==> src/rtl/fsm_burst_reader.sv <==
// Burst read controller: on go, issues 1..BURST_LEN reads at incrementing addresses,
// waits out memory wait-states per beat, and aborts with an error strobe on timeout.
module fsm_burst_reader #(
    parameter int ADDR_W    = 8,
    parameter int BURST_LEN = 4,
    parameter int MAX_WAIT  = 15,
    localparam int LEN_W    = $clog2(BURST_LEN + 1)
) (
    input  logic              clock,
    input  logic              reset,
    input  logic              go,
    input  logic [ADDR_W-1:0] base_addr,
    input  logic [LEN_W-1:0]  beats,
    input  logic              ws,
    output logic              rd,
    output logic [ADDR_W-1:0] addr,
    output logic              beat,
    output logic              ds,
    output logic              err,
    output logic              busy
);

    // A zero MAX_WAIT disables the timeout; the counter still needs at least one bit.
    localparam int WAIT_W = (MAX_WAIT < 1) ? 1 : $clog2(MAX_WAIT + 1);
    localparam logic [WAIT_W-1:0] WAIT_LAST = (MAX_WAIT < 1) ? '0 : WAIT_W'(MAX_WAIT - 1);
    localparam logic [LEN_W-1:0]  LEN_MAX   = LEN_W'(BURST_LEN);

    typedef enum logic [2:0] {
        IDLE,
        READ,
        DELAY,
        DONE,
        ERR
    } state_t;

    state_t             state;
    state_t             state_next;
    logic [ADDR_W-1:0]  addr_next;
    logic [LEN_W-1:0]   remaining;
    logic [LEN_W-1:0]   remaining_next;
    logic [WAIT_W-1:0]  wait_cnt;
    logic [WAIT_W-1:0]  wait_next;
    logic               beat_next;

    always_comb begin
        state_next     = state;
        addr_next      = addr;
        remaining_next = remaining;
        wait_next      = wait_cnt;
        beat_next      = 1'b0;
        case (state)
            IDLE: begin
                if (go && beats != '0) begin
                    state_next     = READ;
                    addr_next      = base_addr;
                    remaining_next = (beats > LEN_MAX) ? LEN_MAX : beats;
                end
            end
            READ: begin
                state_next = DELAY;
                wait_next  = '0;
            end
            DELAY: begin
                if (!ws) begin
                    beat_next      = 1'b1;
                    remaining_next = remaining - LEN_W'(1);
                    if (remaining == LEN_W'(1)) begin
                        state_next = DONE;
                    end else begin
                        state_next = READ;
                        addr_next  = addr + ADDR_W'(1);
                    end
                end else if (MAX_WAIT != 0) begin
                    // wait_cnt holds the ws-high cycles already seen, so this one is the last allowed
                    if (wait_cnt == WAIT_LAST) begin
                        state_next = ERR;
                    end else begin
                        wait_next = wait_cnt + WAIT_W'(1);
                    end
                end
            end
            DONE:    state_next = IDLE;
            ERR:     state_next = IDLE;
            default: state_next = IDLE;
        endcase
    end

    // Outputs are decoded from the next state so they move on the same edge as the state.
    always_ff @(posedge clock) begin
        if (reset) begin
            state     <= IDLE;
            addr      <= '0;
            remaining <= '0;
            wait_cnt  <= '0;
            rd        <= 1'b0;
            beat      <= 1'b0;
            ds        <= 1'b0;
            err       <= 1'b0;
            busy      <= 1'b0;
        end else begin
            state     <= state_next;
            addr      <= addr_next;
            remaining <= remaining_next;
            wait_cnt  <= wait_next;
            rd        <= (state_next == READ) || (state_next == DELAY);
            beat      <= beat_next;
            ds        <= (state_next == DONE);
            err       <= (state_next == ERR);
            busy      <= (state_next != IDLE);
        end
    end

endmodule

==> config.mk <==
export PLATFORM = sky130hd
export DESIGN_NAME = fsm_burst_reader
export DESIGN_NICKNAME = d
export VERILOG_FILES = /design/src/rtl/fsm_burst_reader.sv
export SDC_FILE = /design/constraint.sdc
export NUM_CORES = 1
export LEC_CHECK = 0
export ABC_AREA = 0
export ABC_CLOCK_PERIOD_IN_PS = 2100
export CAP_MARGIN = 20
export CORE_MARGIN = 4
export CORE_UTILIZATION = 50
export DETAILED_ROUTE_END_ITERATION = 8
export MAX_ROUTING_LAYER = met4
export PLACE_DENSITY_LB_ADDON = 0.1
export SLEW_MARGIN = 20
export SYNTH_ARGS = -nofsm -noshare
export SYNTH_HDL_FRONTEND = slang
export SYNTH_SLANG_ARGS = --single-unit
export TNS_END_PERCENT = 10
==> constraint.sdc <==
create_clock -name clock -period 2.1 [get_ports clock]
set_input_delay 0.42 -clock clock [delete_from_list [all_inputs] [get_ports clock]]
set_output_delay 0.42 -clock clock [all_outputs]
set_load 0.01 [all_outputs]
# [Yosys cells after proc, flatten, opt, wreduce, memory -nomap -nowiden]
# Index checks and enable logic that the tools add are counted.
[totals] ff_bits=23 latch_bits=0 mem_bits_rw=0 rom_bits=0 output_inout_bits=13 memories=0
[classes] n_addsub=3 mul=0 div=0 order_cmp=1 eq_ne=13 n_shift=0 mux=17 bitwise_logic=1 reduce_logical=11
[op_table] cell="$mux W8" n=3
[op_table] cell="$mux W3" n=6
[op_table] cell="$pmux W8 S2" n=1
[op_table] cell="$ne A2 B2 Y1 const B" n=5
[op_table] cell="$eq A3 B1 Y1 const B" n=3
[op_table] cell="$eq A3 B2 Y1 const B" n=3
[op_table] cell="$pmux W3 S3" n=1
[op_table] cell="$add A8 B1 Y8 const B" n=1
[op_table] cell="$mux W4" n=2
[op_table] cell="$pmux W4 S2" n=1
[op_table] cell="$pmux W3 S2" n=1
[op_table] cell="$reduce_and A3 Y1" n=2
[op_table] cell="$reduce_bool A3 Y1" n=2
[op_table] cell="$add A4 B1 Y4 const B" n=1
[op_table] cell="$eq A4 B4 Y1 const B" n=1
[op_table] cell="$reduce_and A4 Y1" n=1
[op_table] cell="$reduce_bool A2 Y1" n=2
[op_table] cell="$eq A3 B3 Y1 const B" n=1
[op_table] cell="$gt A3 B3 Y1 const B" n=1
[op_table] cell="$logic_not A3 Y1" n=1
[op_table] cell="$sub A3 B1 Y3 const B" n=1
[op_table] cell="$mux W2" n=1
[op_table] cell="$reduce_or A2 Y1" n=1
[op_table] cell="$logic_and A1 B1 Y1" n=1
[op_table] cell="3 further kinds" n=3

# [Depth between registers and ports, before layout]
# Gate-level depths: netlist of the first run.
[depth] ltp_word=6 mapped_depth=6

# [Worst setup path after synthesis of the first run]
# OpenSTA, ideal clock, no wires.
[synth_timing] path_type="input port to flip-flop" from="input beats[1]" to="register addr[6]" setup_ps=119 t_arrival_ps=1503 required_ps=1981 slack_ps=478 cell_stages=4 cell_sequence="or3_1 -> a32oi_2 -> a21oi_1 -> o221a_2"
[synth_between] elab_chain_len=4
[synth_rtl] element="from (decl)" line="13" text="input logic [LEN_W-1:0] beats,"
[synth_rtl] element="$reduce_bool A3 Y1" line="53" text="if (go && beats != '0) begin"
[synth_rtl] element="$logic_and A1 B1 Y1" line="53"
[synth_rtl] element="$ne A2 B2 Y1 (no source line)"
[synth_rtl] element="$reduce_and A4 Y1 (no source line)"
[synth_rtl] element="to (signal assigned)" line="102" text="addr <= addr_next;"
[synth_rtl] element="to (decl)" line="16" text="output logic [ADDR_W-1:0] addr,"
# No other way between the ends.
# A chain may end at the register's enable or synchronous reset.

# [Final worst setup path of the first run]
[layout_timing] from="register addr[2]" to="output addr[2]"
# No word-level cell between the ends.

==> results.md, run 1 <==
- Worst-skew pair later-pin latency: approximately 310 ps
- Critical path type: register to output port
- Ports: 28
- R2R Path Start: state[2]$_SDFF_PP0_
- Hold Path Class: register to register
- Pins over their slew limit: 0
- GRT Util Overall: 0.2222
- Core area: 2500 um2
- DRT Pass-1 Iters: 4
- Crit-path max FO: 7
- Post-CTS setup buffer count: 0
- Critical path required time: ~1700 ps
- R2R depth: 4
- Post-synth top area cell: dfxtp_1
- Htree depth: 1
- Number of synthesized flops with an enable pin: 0
- Crit path largest cell delay: just under 600 ps
- CP cell instances: clkdlybuf4s50_1
- Sequential area share after synthesis: 0.3468
- Initial antenna violation count: 0
- Mapped Avg Cell Area: approximately 8.2 um2
- # hold bufs at CTS: 0
- Flops & latches, synth: 23
- Worst clock skew: 6.895 ps
- Max VDD drop: 0.4696 mV
- GP Congestion: 0.8337
- CP Depth: 1
- Clock Tree Buf Depth: 2
- Tot Pwr: 965.7 uW
- Synth-to-layout area growth: 30.82%
- Status: finished clean
- Cell Area, Synth: ~1300 um2
- Max-cap violations: 0
- Worst slew pin tran: ~460 ps
- Die area: 3543 um2
- Layout fillers: between 200 and 250
- Post-route ant nets: 0
- Delay-heaviest family, CP: buffers and inverters
- Cell count after synthesis: 162
- Final core utilization: 0.6947
- Synth cell count leaders: dfxtp_1 (23), a21oi_1 (16), nand2_1 (15)
- Share of post-route cells with drive strength above 1: 0.1106
- Final hold vios: 0
- Row count: 18
- Syn nets: 182
- Post-CTS Resized: 0
- Hold_sp: remaining[1]$_SDFFE_PP0P_
- DR vias: 1361
- Yosys top cell area share: 0.3468
- Worst path bufs/invs: 1
- Pwr dens: roughly 560 nW/um2
- CTS Root Cell: clkbuf_4
- Drt total wl: approximately 3400 um
- Crit path arrival time: between 1000 and 1500 ps
- Post-Layout Inst Area: roughly 1700 um2
- Worst setup path start: addr[2]$_SDFFE_PP0P_
- Diodes inserted: 0
- Top-count cell post-synth: dfxtp_1
- HPWL after detailed placement: between 2000 and 3000 um
- CTS Buf Count: 3
- CTS tree: built
- Largest net degree at the start of global routing: 20
- DRC Markers: 0
- Vias per cell: 5.943
- Overflow after GRT: 0
- Die X: roughly 60 um
- Count of input and output buffers: 27
- Placed cell areas: 1710 um2
- Reg-to-Reg End: addr[3]$_SDFFE_PP0P_
- Leakage: 0.0006404 uW
- CP endpoint: addr[2]
- # setup viols final: 0
- Clock tree sinks: 23
- Fmax: ~0.56 GHz
- RSZ-0062 raised after global routing: false
- Tmin final: 1800 ps
- Post-synth ARST share: 0
- Cell with the largest stage delay on the worst path: clkdlybuf4s50_1
- CP Launch Type: register
- Setup TNS: 0 ps
- Global-route wire length before repair: between 5000 and 6000 um
- Slew margin rel.: 0.6913
- Yosys warnings: 0
- Number of global-route vias before repair: 1332
- Crit end category: output port
- Starting DRC count in detailed routing: 67
- Number of library cell types mapped by synthesis: 46
- Initial Util: 0.5310
- Clk slew on worst S/H paths: 120 ps
- Dominant cells by area after synthesis: dfxtp_1 (35%), a21oi_1 (6.0%), ha_1 (4.7%), nand2_1 (4.2%), o21ai_0 (2.6%)
- Die height: 59.53 um
- # nets final: 220
- Setup slack, reg-to-reg: between 300 and 400 ps
- Fin crit share: 0.8570
- Synth Flop Type: dfxtp_1
- Routed len/inst: 14.85 um
## through the flow
stage	hold WS, ps	cells	setup WS [ps]
floorplan	431.9	162	477.9
global placement	440.8	225	86.50
detailed placement	450.2	225	49.52
CTS	467.8	229	311.6
global route	500.4	229	192.2
finish	461.7	229	300.2
## worst min-delay path by stage
stage / to / slack [ps] / cells past startpoint
after detailed placement: remaining[1]$_SDFFE_PP0P_ / 450 / 2
after global routing: remaining[1]$_SDFFE_PP0P_ / 500 / 2
after CTS: remaining[1]$_SDFFE_PP0P_ / 470 / 2
final: remaining[1]$_SDFFE_PP0P_ / 460 / 2
after global placement: remaining[1]$_SDFFE_PP0P_ / 440 / 2
after floorplan: remaining[1]$_SDFFE_PP0P_ / 430 / 2
## power breakdown
group / switching [uW] / total, uW / internal [uW]
clock network: 130 / 204 / 74.2
registers: 30.3 / 495 / 465
logic: 123 / 266 / 143
total: 283 / 966 / 682
## metal layers
metal | GRT usage | wire length, um | share of wire
met5 | - | 0 | 0
met4 | 0.08228 | 53 | 0.016
met2 | 0.3682 | 1656 | 0.49
met1 | 0.2625 | 1450 | 0.43
met3 | 0.04793 | 240 | 0.071
## cells by family (layout without fill, tap and decap cells)
| kind of cell | after synthesis | after routing | synth area share |
|---|---|---|---|
| and+or+nand+nor | 65 | 65 | 0.2771 |
| AOI/OAI and AO/OA | 51 | 51 | 0.2658 |
| DFF | 23 | 23 | 0.3468 |
| buffers and inverters | 16 | 53 | 0.04807 |
| adders and majority gates | 5 | 5 | 0.04713 |
| muxes | 2 | 2 | 0.01508 |
## registers in the layout, indices dropped and copies added, names as in the netlist, 3 cells and up
register,cells
wait_cnt,4
remaining,3
state,3
addr,8
## area by class of cell
type | count | area [um2] | share of cell area
multi-input combinational | 123 | 803.3 | 0.4625
tap | 30 | 37.54 | 0.02161
clock buffer | 4 | 26.28 | 0.01513
inverter | 7 | 26.28 | 0.01513
timing repair buffer | 42 | 382.9 | 0.2205
sequential | 23 | 460.4 | 0.2651
## cells in the final DEF (no fill, tap or decap), types with 6 or more instances in the layout
master / count
clkdlybuf4s50_1: 27
nor2_1: 8
dfxtp_1: 23
inv_1: 7
buf_4: 15
a21oi_1: 16
o21ai_0: 7
nand2_1: 15
nor3_1: 6
Power figures use the tool's default switching activity.
==> run 2: changes to the inputs <==
Settings changed: ABC_CLOCK_PERIOD_IN_PS 2100 to 1860.
Clock period 2.1 ns to 1.86 ns, I/O delays scaled along.
==> results.md, run 2 (synthesis gave the netlist of run 1 again) <==
- GP Congestion: 0.8889 (+6.6%)
- # nets final: 227 (+3.2%)
- Final hold vios: 0 (unchanged)
- CTS Buf Count: 3 (unchanged)
- Sw power: 343.2 uW (+21%)
- RSZ-0062 raised after global routing: false
- Slew margin rel.: 0.7466 (+0.05524)
- Post-Layout Inst Area: 1793 um2 (+3.2%)
- Hold Path Class: register to register
- GRT Util Overall: 0.2271 (+0.004955)
- Worst slew pin tran: 374.9 ps (-87.51 ps)
- Critical path type: register to output port
- Cell Int Power: 779.1 uW (+14%)
- Initial Util: 0.5310 (unchanged)
- Reg area: 460.4 um2 (unchanged)
- Leakage: 0.0006809 uW (+6.3%)
- Largest reg by FF count: addr
- CP endpoint: addr[2]
- # hold bufs at CTS: 0 (unchanged)
- Hold depth: 2 (unchanged)
- Drt total wl: 3720 um (+9.4%)
- R2R Path Start: state[1]$_SDFF_PP0_
- CP Depth: 1 (unchanged)
- Crit path arrival time: 1370 ps (about the same)
- Synth-to-layout area growth: 35.06%
- Overflow after GRT: 0 (unchanged)
- Layout fillers: 185 (-15%)
- CTS Root Cell: clkbuf_4
- Part of the power in registers: 0.497 (-0.016)
- Sw Ratio: 0.3058 (+0.01236)
- Delay-heaviest family, CP: buffers and inverters
- Clock Tree Buf Depth: 2 (unchanged)
- Clk pwr share: 0.217 (+0.005)
- Vias per cell: 6.161 (+3.7%)
- Core area: 2500 um2 (unchanged)
- Comb pwr share: 0.286 (+0.011)
- Number of global-route vias before repair: 1398 (+5.0%)
- Fin worst setup slack: 122.0 ps (-178.2 ps)
- Routed len/inst: 15.76 um (+6.1%)
- Clock tree sinks: 23 (unchanged)
- HPWL after detailed placement: 2831 um (+11%)
- Most common cell after layout, fill and taps aside: clkdlybuf4s50_1
- Htree depth: 1 (unchanged)
- Die area: 3543 um2 (unchanged)
- # setup viols final: 0 (unchanged)
- Reg-to-Reg End: addr[3]$_SDFFE_PP0P_
- Initial antenna violation count: 0 (unchanged)
- Starting DRC count in detailed routing: 71 (+6.0%)
- Crit end category: output port
- Post-route ant nets: 0 (unchanged)
- Global-route wire length before repair: 6030 um (+1.7%)
- Worst clock skew: 4.138 ps (-2.757 ps)
- Fin crit share: 0.9344
- Post-CTS setup buffer count: 0 (unchanged)
- Cell with the largest stage delay on the worst path: clkdlybuf4s50_1
- Status: finished clean
- DRT Pass-1 Iters: 4 (unchanged)
- Max VDD drop: 0.5254 mV (+12%)
- Row count: 18 (unchanged)
- Max-cap violations: 0 (unchanged)
- Share of post-route cells with drive strength above 1: 0.1505 (+0.03993)
- Fmax: 0.5754 GHz
- Clk slew on worst S/H paths: 140 ps (+20 ps)
- Worst setup path start: addr[2]$_SDFFE_PP0P_
- Area of the multi-input gates: 805.8 um2 (+0.31%)
- Setup TNS: 0 ps (unchanged)
- Diodes inserted: 0 (unchanged)
- CP cell instances: clkdlybuf4s50_1
- Die height: 59.53 um (unchanged)
- Commonest non-fill, non-tap cells in the layout: clkdlybuf4s50_1 (27), dfxtp_1 (23), buf_4 (22)
- Tot Pwr: 1122 uW (+16%)
- Dpl ws: -118.1 ps (-167.7 ps)
- Count of input and output buffers: 27 (unchanged)
- CP Launch Type: register
- Worst path bufs/invs: 1 (unchanged)
- Ports: 28 (unchanged)
- Critical path required time: 1490 ps (-190 ps)
- Pwr dens: 626.0 nW/um2 (+13%)
- Tmin final: 1738 ps
- DR vias: 1454 (+6.8%)
- Crit path largest cell delay: 580 ps (about the same)
- CTS tree: built
- Crit-path max FO: 7 (unchanged)
- Final hold slack: 466.1 ps (+4.363 ps)
- Die X: 59.53 um (unchanged)
- Post-CTS Resized: 0 (unchanged)
- Pins over their slew limit: 0 (unchanged)
- Worst-skew pair later-pin latency: 320 ps (about the same)
- DRC Markers: 0 (unchanged)
- Largest net degree at the start of global routing: 15 (-25%)
- Setup slack, reg-to-reg: 230 ps (-90 ps)
- Largest register FFs: 8 (unchanged)
- Placed cell areas: 1763 um2 (+3.1%)
- R2R depth: 4 (unchanged)
- Top Registers: addr: 8 flops, wait_cnt: 4 flops
==> run 2: changes by cell type in the layout (fill, tap and decap cells not counted), sizes merged <==
cell / delta
buf: +7
clkbuf: -1
clkinv: +1
==> run 2: layer usage <==
metal / GRT usage / routed length [um] / vias up
li1: - / - / 695
met1: 0.2477 / 1553 / 671
met2: 0.3807 / 1783 / 67
met3: 0.03704 / 236 / 21
met4: 0.1424 / 146 / 0
met5: - / 0 / -
==> run 2: cell type report <==
class                           instances  area share
Inverter                                7     0.01465
Timing Repair Buffer                   49      0.2428
Multi-Input combinational cell        123      0.4494
Clock inverter                          1    0.002791
Clock buffer                            3     0.01256
Tap cell                               30     0.02094
Sequential cell                        23      0.2568
==> run 2: worst min path at each step <==
stage,from,end,slack [ps]
CTS,remaining[1]$_SDFFE_PP0P_,remaining[1]$_SDFFE_PP0P_,470
finish,remaining[1]$_SDFFE_PP0P_,remaining[1]$_SDFFE_PP0P_,470
floorplan,remaining[1]$_SDFFE_PP0P_,remaining[1]$_SDFFE_PP0P_,430
global placement,remaining[1]$_SDFFE_PP0P_,remaining[1]$_SDFFE_PP0P_,440
detailed placement,remaining[1]$_SDFFE_PP0P_,remaining[1]$_SDFFE_PP0P_,450
global route,remaining[1]$_SDFFE_PP0P_,remaining[1]$_SDFFE_PP0P_,510
==> run 2: stage by stage <==
stage | utilization | instances
floorplan | - | 162
global placement | 0.7052 | 232
detailed placement | 0.7052 | 232
global route | 0.7172 | 236
CTS | 0.7162 | 236
finish | 0.7172 | 236
==> run 2: worst register-to-register path, stage by stage, from the launching register on <==
cell     delay (ps)
dfxtp_1         450
or3b_4          470
or3_1           360
a21o_1          180
a21oi_1         110
==> run 2: power by group through the flow <==
stage | clock network [uW] | logic (uW) | registers [uW]
detailed placement | 0 | 316 | 568
finish | 243 | 321 | 558
global placement | 0 | 308 | 565
floorplan | 0 | 148 | 571
global route | 269 | 347 | 564
CTS | 247 | 318 | 557
==> run 3: changes to the inputs <==
Settings changed: ABC_CLOCK_PERIOD_IN_PS 1860 to 1700, REMOVE_ABC_BUFFERS set to 1.
Clock period 1.86 ns to 1.7 ns, I/O delays scaled along.
==> results.md, run 3 (synthesis gave the netlist of run 1 again) <==
- Status: finished clean
- Hold Path Class: register to register
- Vias per cell: 5.979 (-3.0%)
- Clock tree sinks: 23 (unchanged)
- Post-Layout Inst Area: 1809 um2 (+0.91%)
- Die height: 59.53 um (unchanged)
- HPWL after detailed placement: 2763 um (-2.4%)
- Max VDD drop: 0.6055 mV (+15%)
- Critical path type: register to output port
- Initial Util: 0.5310 (unchanged)
- Dpl ws: -269.5 ps (-151.3 ps)
- Critical path required time: 1360 ps (-130 ps)
- Row count: 18 (unchanged)
- Top Registers: addr: 8 flops, wait_cnt: 4 flops
- Comb pwr share: 0.287 (about the same)
- # nets final: 226 (-0.44%)
- Count of input and output buffers: 27 (unchanged)
- Largest reg by FF count: addr
- Synth-to-layout area growth: 36.29%
- CP Launch Type: register
- Worst clock skew: 2.365 ps (-1.773 ps)
- Slew margin rel.: 0.7631 (+0.01656)
- Largest net degree at the start of global routing: 15 (unchanged)
- # setup viols final: 0 (unchanged)
- Initial antenna violation count: 0 (unchanged)
- Die X: 59.53 um (unchanged)
- CTS tree: built
- Diodes inserted: 0 (unchanged)
- Largest register FFs: 8 (unchanged)
- Pins over their slew limit: 0 (unchanged)
- Crit path largest cell delay: 570 ps (about the same)
- Worst path bufs/invs: 1 (unchanged)
- Cell with the largest stage delay on the worst path: clkdlybuf4s50_1
- Global-route wire length before repair: 6272 um (+4.0%)
- Crit end category: output port
- Post-CTS setup buffer count: 0 (unchanged)
- CTS Root Cell: clkbuf_4
- GP Congestion: 0.8974 (+0.96%)
- RSZ-0062 raised after global routing: true
- Sw power: 365.0 uW (+6.3%)
- Crit-path max FO: 5 (-2)
- Tmin final: 1652 ps
- CP cell instances: clkdlybuf4s50_1
- Clk pwr share: 0.212 (-0.005)
- Final hold slack: 462.8 ps (-3.269 ps)
- Final core utilization: 0.7237 (+0.006507)
- Share of post-route cells with drive strength above 1: 0.1805 (+0.03000)
- Overflow after GRT: 0 (unchanged)
- Ports: 28 (unchanged)
- Layout fillers: 197 (+6.5%)
- Setup TNS: 0 ps (unchanged)
- Part of the power in registers: 0.501 (+0.004)
- Crit path arrival time: 1310 ps (-60 ps)
- Leakage: 0.0006802 uW (-0.11%)
- GRT Util Overall: 0.2359 (+0.008818)
- Post-route ant nets: 0 (unchanged)
- Final hold vios: 0 (unchanged)
- DR vias: 1405 (-3.4%)
- Most common cell after layout, fill and taps aside: clkdlybuf4s50_1
- Clock Tree Buf Depth: 2 (unchanged)
- Drt total wl: 3623 um (-2.6%)
- DRT Pass-1 Iters: 4 (unchanged)
- DRC Markers: 0 (unchanged)
- CTS Buf Count: 3 (unchanged)
- Commonest non-fill, non-tap cells in the layout: clkdlybuf4s50_1 (27), buf_4 (21), dfxtp_1 (18)
- Max-cap violations: 0 (unchanged)
- Htree depth: 1 (unchanged)
- Sw Ratio: 0.2996 (-0.006219)
- Cell Int Power: 853.4 uW (+9.5%)
- Routed len/inst: 15.42 um (-2.2%)
- Clk slew on worst S/H paths: 130 ps (about the same)
- Fin worst setup slack: 47.62 ps (-74.41 ps)
- Die area: 3543 um2 (unchanged)
- Starting DRC count in detailed routing: 56 (-21%)
- Worst slew pin tran: 353.7 ps (-21.20 ps)
- Core area: 2500 um2 (unchanged)
- Placed cell areas: 1755 um2 (-0.43%)
- Delay-heaviest family, CP: buffers and inverters
- Worst-skew pair later-pin latency: 320 ps (about the same)
- Fin crit share: 0.9720
- Pwr dens: 673.4 nW/um2 (+7.6%)
- Number of global-route vias before repair: 1416 (+1.3%)
- Fmax: 0.6052 GHz
==> run 3: cell count changes in the layout (fill, tap and decap cells not counted), sizes merged <==
cell,before,now
buf,22,21
==> run 3: area by class of cell <==
type / instances / area, um2 / share of cell area
flip-flops and latches: 23 / 466.7 / 0.2580
inverters: 7 / 26.28 / 0.01452
clock inverters: 1 / 5.005 / 0.002766
well taps: 30 / 37.54 / 0.02075
repair buffers: 48 / 427.9 / 0.2365
clock buffers: 3 / 22.52 / 0.01245
multi-input cells: 123 / 823.3 / 0.4550
==> run 3: timing repair <==
action | CTS | global route
pin swaps | 0 | 1
hold buffers | 0 | 0
endpoints found under the setup margin | 2 | 12
resized for setup | 1 | 8
==> run 3: worst paths after layout <==
| path | start | endpoint | slack (ps) | depth (start not counted) |
|---|---|---|---|---|
| setup / recovery | addr[5]$_SDFFE_PP0P_ | addr[5] | 50 | 1 |
| hold / removal | remaining[1]$_SDFFE_PP0P_ | remaining[1]$_SDFFE_PP0P_ | 460 | 2 |
| setup reg to reg | state[1]$_SDFF_PP0_ | addr[3]$_SDFFE_PP0P_ | 90 | 4 |
| hold reg to reg | remaining[1]$_SDFFE_PP0P_ | remaining[1]$_SDFFE_PP0P_ | 460 | 2 |
==> run 3: through the flow <==
| stage | cells | total power, uW |
|---|---|---|
| 6_report | 235 | 1218 |
| 5_1_grt | 235 | 1286 |
| 4_1_cts | 235 | 1218 |
| 3_5_place_dp | 231 | 958.9 |
| 3_3_place_gp | 231 | 946.9 |
| 2_1_floorplan | 153 | 772.8 |
==> run 3: power groups by stage <==
stage	logic, uW	clock network [uW]	registers [uW]
floorplan	138	0	634
global placement	329	0	618
detailed placement	339	0	619
CTS	343	268	607
global route	384	286	617
finish	350	258	611
==> run 3: per-layer routing <==
layer,global-route usage,part of all wire
met5,-,0
met3,0.02832,0.053
met2,0.4228,0.52
met4,0.09494,0.016
met1,0.2626,0.41
